<file path="src/rtl/mc_ctrl_pkg.sv">
// Shared encodings for the multi-cycle MIPS control unit: FSM states, ALU op
// codes, opcode/funct values, instruction classes and datapath select values.
package mc_ctrl_pkg;

    typedef enum logic [2:0] {
        S_IF  = 3'd0,
        S_ID  = 3'd1,
        S_EXE = 3'd2,
        S_MEM = 3'd3,
        S_WB  = 3'd4
    } state_t;

    typedef enum logic [2:0] {
        C_RTYPE = 3'd0,
        C_ALUI  = 3'd1,
        C_LW    = 3'd2,
        C_SW    = 3'd3,
        C_BEQ   = 3'd4,
        C_J     = 3'd5,
        C_JAL   = 3'd6,
        C_ILL   = 3'd7
    } iclass_t;

    // ALU operation codes
    localparam logic [3:0] ALU_ADDU  = 4'd0;
    localparam logic [3:0] ALU_SUBU  = 4'd1;
    localparam logic [3:0] ALU_ORI   = 4'd2;
    localparam logic [3:0] ALU_ADD   = 4'd3;
    localparam logic [3:0] ALU_SUB   = 4'd4;
    localparam logic [3:0] ALU_AND   = 4'd5;
    localparam logic [3:0] ALU_OR    = 4'd6;
    localparam logic [3:0] ALU_XOR   = 4'd7;
    localparam logic [3:0] ALU_NOR   = 4'd8;
    localparam logic [3:0] ALU_SLT   = 4'd9;
    localparam logic [3:0] ALU_SLTU  = 4'd10;
    localparam logic [3:0] ALU_ADDI  = 4'd11;
    localparam logic [3:0] ALU_ADDIU = 4'd12;
    localparam logic [3:0] ALU_ANDI  = 4'd13;
    localparam logic [3:0] ALU_XORI  = 4'd14;

    // Opcodes (IR[31:26])
    localparam logic [5:0] OP_R     = 6'b00_0000;
    localparam logic [5:0] OP_LW    = 6'b10_0011;
    localparam logic [5:0] OP_SW    = 6'b10_1011;
    localparam logic [5:0] OP_BEQ   = 6'b00_0100;
    localparam logic [5:0] OP_J     = 6'b00_0010;
    localparam logic [5:0] OP_JAL   = 6'b00_0011;
    localparam logic [5:0] OP_ADDI  = 6'b00_1000;
    localparam logic [5:0] OP_ADDIU = 6'b00_1001;
    localparam logic [5:0] OP_ANDI  = 6'b00_1100;
    localparam logic [5:0] OP_ORI   = 6'b00_1101;
    localparam logic [5:0] OP_XORI  = 6'b00_1110;

    // Funct codes (IR[5:0]) for R-type
    localparam logic [5:0] F_ADD  = 6'b10_0000;
    localparam logic [5:0] F_ADDU = 6'b10_0001;
    localparam logic [5:0] F_SUB  = 6'b10_0010;
    localparam logic [5:0] F_SUBU = 6'b10_0011;
    localparam logic [5:0] F_AND  = 6'b10_0100;
    localparam logic [5:0] F_OR   = 6'b10_0101;
    localparam logic [5:0] F_XOR  = 6'b10_0110;
    localparam logic [5:0] F_NOR  = 6'b10_0111;
    localparam logic [5:0] F_SLT  = 6'b10_1010;
    localparam logic [5:0] F_SLTU = 6'b10_1011;

    // Datapath select values
    localparam logic [1:0] SRCB_RT   = 2'd0;
    localparam logic [1:0] SRCB_4    = 2'd1;
    localparam logic [1:0] SRCB_SEXT = 2'd2;
    localparam logic [1:0] SRCB_ZEXT = 2'd3;

    localparam logic [1:0] RDST_RT = 2'd0;
    localparam logic [1:0] RDST_RD = 2'd1;
    localparam logic [1:0] RDST_RA = 2'd2;

    localparam logic [1:0] WD_ALU = 2'd0;
    localparam logic [1:0] WD_MDR = 2'd1;
    localparam logic [1:0] WD_PC4 = 2'd2;

    localparam logic [1:0] NPC_PC4 = 2'd0;
    localparam logic [1:0] NPC_BR  = 2'd1;
    localparam logic [1:0] NPC_J   = 2'd2;

endpackage

</file>
<file path="src/rtl/mc_ctrl_decode.sv">
// Combinational instruction decode: op/funct to instruction class plus the
// ALU op and operand-B select used in the execute cycle.
module ctrl_decode
    import mc_ctrl_pkg::*;
(
    input  logic [5:0] op,
    input  logic [5:0] funct,
    output logic [2:0] iclass,
    output logic [3:0] exe_alu_op,
    output logic [1:0] exe_src_b,
    output logic       illegal
);

    always_comb begin
        iclass     = C_ILL;
        exe_alu_op = ALU_ADDU;
        exe_src_b  = SRCB_RT;
        case (op)
            OP_R: begin
                iclass = C_RTYPE;
                case (funct)
                    F_ADD:   exe_alu_op = ALU_ADD;
                    F_ADDU:  exe_alu_op = ALU_ADDU;
                    F_SUB:   exe_alu_op = ALU_SUB;
                    F_SUBU:  exe_alu_op = ALU_SUBU;
                    F_AND:   exe_alu_op = ALU_AND;
                    F_OR:    exe_alu_op = ALU_OR;
                    F_XOR:   exe_alu_op = ALU_XOR;
                    F_NOR:   exe_alu_op = ALU_NOR;
                    F_SLT:   exe_alu_op = ALU_SLT;
                    F_SLTU:  exe_alu_op = ALU_SLTU;
                    default: iclass = C_ILL;
                endcase
            end
            OP_ADDI: begin
                iclass     = C_ALUI;
                exe_src_b  = SRCB_SEXT;
                exe_alu_op = ALU_ADDI;
            end
            OP_ADDIU: begin
                iclass     = C_ALUI;
                exe_src_b  = SRCB_SEXT;
                exe_alu_op = ALU_ADDIU;
            end
            // Logical immediates are zero-extended, unlike addi/addiu.
            OP_ANDI: begin
                iclass     = C_ALUI;
                exe_src_b  = SRCB_ZEXT;
                exe_alu_op = ALU_AND;
            end
            OP_ORI: begin
                iclass     = C_ALUI;
                exe_src_b  = SRCB_ZEXT;
                exe_alu_op = ALU_ORI;
            end
            OP_XORI: begin
                iclass     = C_ALUI;
                exe_src_b  = SRCB_ZEXT;
                exe_alu_op = ALU_XOR;
            end
            OP_LW: begin
                iclass    = C_LW;
                exe_src_b = SRCB_SEXT;
            end
            OP_SW: begin
                iclass    = C_SW;
                exe_src_b = SRCB_SEXT;
            end
            OP_BEQ: begin
                iclass     = C_BEQ;
                exe_alu_op = ALU_SUBU;
            end
            OP_J:    iclass = C_J;
            OP_JAL:  iclass = C_JAL;
            default: iclass = C_ILL;
        endcase
        illegal = (iclass == C_ILL);
    end

endmodule

</file>
<file path="src/rtl/mc_ctrl.sv">
// Multi-cycle MIPS control unit: five-state FSM driving ALU selects and all
// datapath write enables, with a req/rdy handshake to a single memory port.
module mc_ctrl
    import mc_ctrl_pkg::*;
(
    input  logic       clk,
    input  logic       rst,
    input  logic [5:0] op,
    input  logic [5:0] funct,
    input  logic       zf,
    input  logic       mem_rdy,
    output logic       mem_req,
    output logic       mem_wr,
    output logic       pc_wr,
    output logic       ir_wr,
    output logic       reg_wr,
    output logic       alu_src_a,
    output logic [1:0] alu_src_b,
    output logic [3:0] alu_op,
    output logic [1:0] reg_dst,
    output logic [1:0] wd_sel,
    output logic [1:0] npc_op,
    output logic       illegal,
    output logic [2:0] state
);

    state_t     cur, nxt;
    logic [2:0] dec_class;
    logic [3:0] dec_alu_op;
    logic [1:0] dec_src_b;
    logic       dec_illegal;
    iclass_t    cls;

    ctrl_decode u_decode (
        .op         (op),
        .funct      (funct),
        .iclass     (dec_class),
        .exe_alu_op (dec_alu_op),
        .exe_src_b  (dec_src_b),
        .illegal    (dec_illegal)
    );

    assign cls   = iclass_t'(dec_class);
    assign state = cur;

    always_ff @(posedge clk) begin
        if (rst) cur <= S_IF;
        else     cur <= nxt;
    end

    // Memory handshake: mem_req (with mem_wr) is held steady until the cycle
    // mem_rdy=1; that cycle completes the transfer and is the only cycle in
    // which writes gated by mem_rdy fire.
    always_comb begin
        nxt       = cur;
        mem_req   = 1'b0;
        mem_wr    = 1'b0;
        pc_wr     = 1'b0;
        ir_wr     = 1'b0;
        reg_wr    = 1'b0;
        alu_src_a = 1'b0;
        alu_src_b = SRCB_RT;
        alu_op    = ALU_ADDU;
        reg_dst   = RDST_RT;
        wd_sel    = WD_ALU;
        npc_op    = NPC_PC4;
        illegal   = 1'b0;
        case (cur)
            S_IF: begin
                mem_req   = 1'b1;
                alu_src_b = SRCB_4;
                ir_wr     = mem_rdy;
                pc_wr     = mem_rdy;
                if (mem_rdy) nxt = S_ID;
            end
            S_ID: begin
                if (dec_illegal) begin
                    illegal = 1'b1;
                    nxt     = S_IF;
                end else if (cls == C_J || cls == C_JAL) begin
                    pc_wr  = 1'b1;
                    npc_op = NPC_J;
                    if (cls == C_JAL) begin
                        reg_wr  = 1'b1;
                        reg_dst = RDST_RA;
                        wd_sel  = WD_PC4;
                    end
                    nxt = S_IF;
                end else begin
                    nxt = S_EXE;
                end
            end
            S_EXE: begin
                alu_src_a = 1'b1;
                alu_src_b = dec_src_b;
                alu_op    = dec_alu_op;
                case (cls)
                    C_LW, C_SW: nxt = S_MEM;
                    C_BEQ: begin
                        pc_wr  = zf;
                        npc_op = NPC_BR;
                        nxt    = S_IF;
                    end
                    default: nxt = S_WB;
                endcase
            end
            S_MEM: begin
                mem_req = 1'b1;
                mem_wr  = (cls == C_SW);
                if (mem_rdy) nxt = (cls == C_SW) ? S_IF : S_WB;
            end
            S_WB: begin
                reg_wr = 1'b1;
                if (cls == C_RTYPE) reg_dst = RDST_RD;
                if (cls == C_LW)    wd_sel  = WD_MDR;
                nxt = S_IF;
            end
            default: nxt = S_IF;
        endcase
        // Reset aborts the instruction immediately: no write or request leaks out.
        if (rst) begin
            mem_req = 1'b0;
            mem_wr  = 1'b0;
            pc_wr   = 1'b0;
            ir_wr   = 1'b0;
            reg_wr  = 1'b0;
            illegal = 1'b0;
        end
    end

endmodule

</file>
<file path="config.mk">
export PLATFORM = sky130hd
export DESIGN_NAME = mc_ctrl
export DESIGN_NICKNAME = d
export VERILOG_FILES = /design/src/rtl/mc_ctrl_pkg.sv /design/src/rtl/mc_ctrl_decode.sv /design/src/rtl/mc_ctrl.sv
export SDC_FILE = /design/constraint.sdc
export NUM_CORES = 1
export LEC_CHECK = 0
export CORE_ASPECT_RATIO = 1.25
export CORE_UTILIZATION = 45
export CTS_CLUSTER_DIAMETER = 120
export DETAILED_ROUTE_END_ITERATION = 10
export GPL_TIMING_DRIVEN = 1
export PLACE_DENSITY = 0.85
export SLEW_MARGIN = 25
export SYNTH_ARGS = -nofsm -noshare
export SYNTH_HDL_FRONTEND = slang
export SYNTH_SLANG_ARGS = --single-unit
</file>
<file path="constraint.sdc">
create_clock -name clk -period 2.31 [get_ports clk]
set_clock_uncertainty 0.2 [all_clocks]
set_input_delay 0.231 -clock clk [delete_from_list [all_inputs] [get_ports clk]]
set_output_delay 0.231 -clock clk [all_outputs]
set_load 0.1 [all_outputs]
</file>
==> results.cfg, run 1 <==
[status]
status = did not finish
flow.stopped_at = detailed placement
error_line = [ERROR DPL-0038] Utilization greater than 100%, impossible to legalize

[synthesis]
synth.distinct_cells = 46
yosys.area_share.simple_pct = 50.07
syn-instance-count = 123
synth_edf_count = 0
synth.area.mux_share_pct = 0
synthAdderAreaFrac_pct = 0
synthXorXnorAreaFrac_pct = 1.028
synth_warnings = 0
ys_seq_area_share_pct = 7.048
synth_fp_nets = 139
avgSynthCellArea_um2 = 6.927
async_flop_share_pct = 0
synth_compound_area_share_pct = 31.57
ys.flop_type = dfxtp_1
syn-cell-area_um2 = 852.1
ys_seq_elements = 3
synth_top_family_by_area = simple AND/OR/NAND/NOR gates

[floorplan]
initial_core_util_pct = 48.26
io_pins = 38
rows = 17
die_h_um = 50.65
die_x_um = 40.92

[placed_design]
gp_congestion = 0.8552
place.port_buffers = 37
cell usage after synthesis (2+ instances only):
| master | number | share of area [%] |
|---|---|---|
| o21ai_0 | 9 | 5.3 |
| o31ai_1 | 2 | 1.8 |
| and3_1 | 2 | 1.5 |
| inv_1 | 6 | 2.6 |
| nand3b_1 | 4 | 3.5 |
| nand2_1 | 7 | 3.1 |
| dfxtp_1 | 3 | 7.0 |
| buf_6 | 3 | 4.0 |
| o311ai_1 | 2 | 2.1 |
| clkbuf_1 | 2 | 0.88 |
| nor3_1 | 6 | 3.5 |
| or3_1 | 2 | 1.5 |
| o31a_1 | 2 | 2.1 |
| nand4_1 | 2 | 1.5 |
| a21boi_1 | 2 | 1.8 |
| a21oi_1 | 6 | 3.5 |
| nor3b_1 | 4 | 3.5 |
| nor3_2 | 2 | 2.3 |
| nor4_2 | 2 | 2.9 |
| a211oi_1 | 2 | 1.8 |
| o311a_1 | 2 | 2.3 |
| nor2b_1 | 4 | 2.9 |
| nand2b_1 | 9 | 6.6 |
| a31oi_1 | 2 | 1.5 |
| nor4_1 | 3 | 2.2 |
| nand3_1 | 7 | 4.1 |
| nor2_1 | 6 | 2.6 |
| buf_4 | 2 | 1.8 |
kinds of logic after synthesis:
logic type | count (synthesis)
AND/OR/NAND/NOR | 67
AO/OA/AOI/OAI | 37
buffers and inverters | 15
flip-flops | 3
XOR/XNOR | 1
stage by stage:
step,setup slack (ps),std cells
after global placement,-77.96,205
after floorplan,-424.9,123
==> inputs of run 2 (changes only) <==
--- a/config.mk
+++ b/config.mk
@@ -5,12 +5,11 @@
 export SDC_FILE = /design/constraint.sdc
 export NUM_CORES = 1
 export LEC_CHECK = 0
-export CORE_ASPECT_RATIO = 1.25
-export CORE_UTILIZATION = 45
-export CTS_CLUSTER_DIAMETER = 120
+export CORE_AREA = 2 2 63 65
 export DETAILED_ROUTE_END_ITERATION = 10
+export DIE_AREA = 0 0 65 67
 export GPL_TIMING_DRIVEN = 1
-export PLACE_DENSITY = 0.85
+export PLACE_DENSITY_LB_ADDON = 0.15
 export SLEW_MARGIN = 25
 export SYNTH_ARGS = -nofsm -noshare
 export SYNTH_HDL_FRONTEND = slang
==> results.cfg, run 2 <==
[final_layout]
layout_commonest_cell = buf_4
num-nets-final = 208
syn_to_final_growth_pct = 124.8
layout_common_cells = 39 x buf_4, 18 x buf_12, 8 x o21ai_0, 8 x clkdlybuf4s50_1, 7 x nand2b_1
largest_register_ffs = 3
drive_gt1_share_pct = 54.45
n_antenna_cell = 0

[clocking]
clk_path_buf_depth = 2
cts_tree = built
clk_latency_ps = 220
cts_buffers = 3
cts_sinks = 3
cts.clk_slew.worst_paths_ps = 30
cts_root_buffer = clkbuf_8
cts.htree.levels = 1
holdBufCountCts = 0

[routing]
first_pass_iters = 4
wire_per_inst_um = 13.61
ant_nets = 0
num_vias = 1180
routed_wl_um = 3253
drc_errors = 0
viasPerCell = 4.937
first_iter_violations = 28

[synthesis]
synth_fp_nets = 139
avgSynthCellArea_um2 = 6.927
syn-instance-count = 123
ys_seq_elements = 3
synth_warnings = 0
syn-cell-area_um2 = 852.1
synth.distinct_cells = 46
async_flop_share_pct = 0
synth.area.top_cells = dfxtp_1 7.0%, nand2b_1 6.6%, o21ai_0 5.3%, nand3_1 4.1%, buf_6 4.0%
synth_edf_count = 0
synthTopCellsByCount = 9 x nand2b_1, 9 x o21ai_0, 7 x nand2_1, 7 x nand3_1
synth_top_area_cell = dfxtp_1
yosysTopAreaCellShare_pct = 7.048
ys.flop_type = dfxtp_1
ys_seq_area_share_pct = 7.048

[worst_hold_path]
holdCritPathClass = in -> reg

[placed_design]
place.port_buffers = 37
dp_hpwl_um = 2620
gp_congestion = 0.7989
pre_cts_slack_ps = -180.2

[timing]
hold_viol = 0
slew_headroom_pct = 75.86
fmax_mhz = 450.0
maxSlewViolCount = 0
finalCriticalPeriod_ps = 2222
finalCritPeriodShare_pct = 96.19
rsz0062_at_grt = no
worst_pin_slew_ps = 358.4
final-setup-viol-count = 0
layout_setup_ws_ps = 87.95

[power]
p_leak_nw = 0.6952
peakVddDrop_uv = 144.1
finalPower_uw = 480.7
powerDensity_mw_per_mm2 = 250.9

[floorplan]
dieArea_mm2 = 0.004355
io_pins = 38
core-area_mm2 = 0.003606
die_x_um = 65
die_h_um = 67
rows = 22
initial_core_util_pct = 23.63

[critical_path]
crit_chain = dlygate4sd2_1 > or3_4 > nor3_4 > nand4_1 > a21oi_2 > buf_12
worstSetupEndpointType = output port
slowest_stage = or3_4
crit_fanout = 4
required_ps = 1880
worstSetupPathType = in -> out
critPathArrivalTime_ps = 1790
crit_path_start_kind = input port
cp_num_buf_inv = 2
crit_family = simple AND/OR/NAND/NOR gates
max_stage_delay_ps = 410

[global_route]
grt_pass1_wl_um = 5375
grt.overflow.total = 0
grt_max_degree = 15
grt_pass1_vias = 1188
grtUsageTotal_pct = 15.80
antenna_found_initial = 0

[status]
status = finished, final reports clean

[flow_run]
maxCapViolCount = 0
[run 2: repair_timing]
item	4_1_cts	5_1_grt
endpoints found under the setup margin	12	5
pin swaps	4	7
gates resized for setup	10	13
setup buffers	0	2
[run 2: worst register-to-register path, delay by kind of cell, from the launching register on]
family,cells,cell delay [ps]
compound gates,1,200
flops,1,360
simple gates,3,620
[run 2: final timing paths]
path,slack (ps),endpoint,startpoint,cells past startpoint
setup / recovery,90,alu_op[3],op[4],6
hold reg to reg,380,state[2],state[1],2
setup reg to reg,830,state[1],state[2],4
hold / removal,370,state[2],op[3],4
[run 2: area by class of cell]
class                           count  area [µm²]
Multi-Input combinational cell    105       909.6
Clock buffer                        4       45.04
Sequential cell                     3       71.32
Fill cell                         330        1690
Inverter                            6       26.28
Timing Repair Buffer               73       803.3
Tap cell                           48       60.06
[run 2: per-stage QoR]
| stage | area [µm²] | cells | util, % | hold slack (ps) | TNS [ps] |
|---|---|---|---|---|---|
| after CTS | 1879 | 237 | 52.12 | 380.3 | 0 |
| after floorplan | 1037 | 123 | - | 220.0 | -2029 |
| after detailed placement | 1823 | 233 | 50.56 | 379.2 | -1628 |
| after global placement | 1823 | 233 | 50.56 | 379.0 | -1321 |
| final | 1916 | 239 | 53.12 | 367.9 | 0 |
| after global routing | 1916 | 239 | 53.12 | 400.1 | 0 |
[run 2: cells by family (layout without fill, tap and decap cells)]
| logic type | Yosys count | after routing | share of synthesized area [%] |
|---|---|---|---|
| AO/OA/AOI/OAI | 37 | 37 | 31.57 |
| XOR/XNOR | 1 | 1 | 1.028 |
| buffers and inverters | 15 | 83 | 10.28 |
| flip-flops | 3 | 3 | 7.049 |
| AND/OR/NAND/NOR | 67 | 67 | 50.07 |
[run 2: report_power, final]
group / total (mW) / internal, mW / switching (mW)
combinational: 0.267 / 0.114 / 0.153
clock: 0.155 / 0.118 / 0.0373
sequential: 0.0586 / 0.0515 / 0.00712
[run 2: per-layer routing]
layer  vias up  global-route usage [%]  wire length (µm)
met2        28                   28.09              1654
met1       542                   19.82              1446
met3         5                   2.872               123
li1        605                       -                 -
met4         0                   3.191                29
met5         -                       0                 0
No activity file was read; power rests on OpenSTA's default activity.
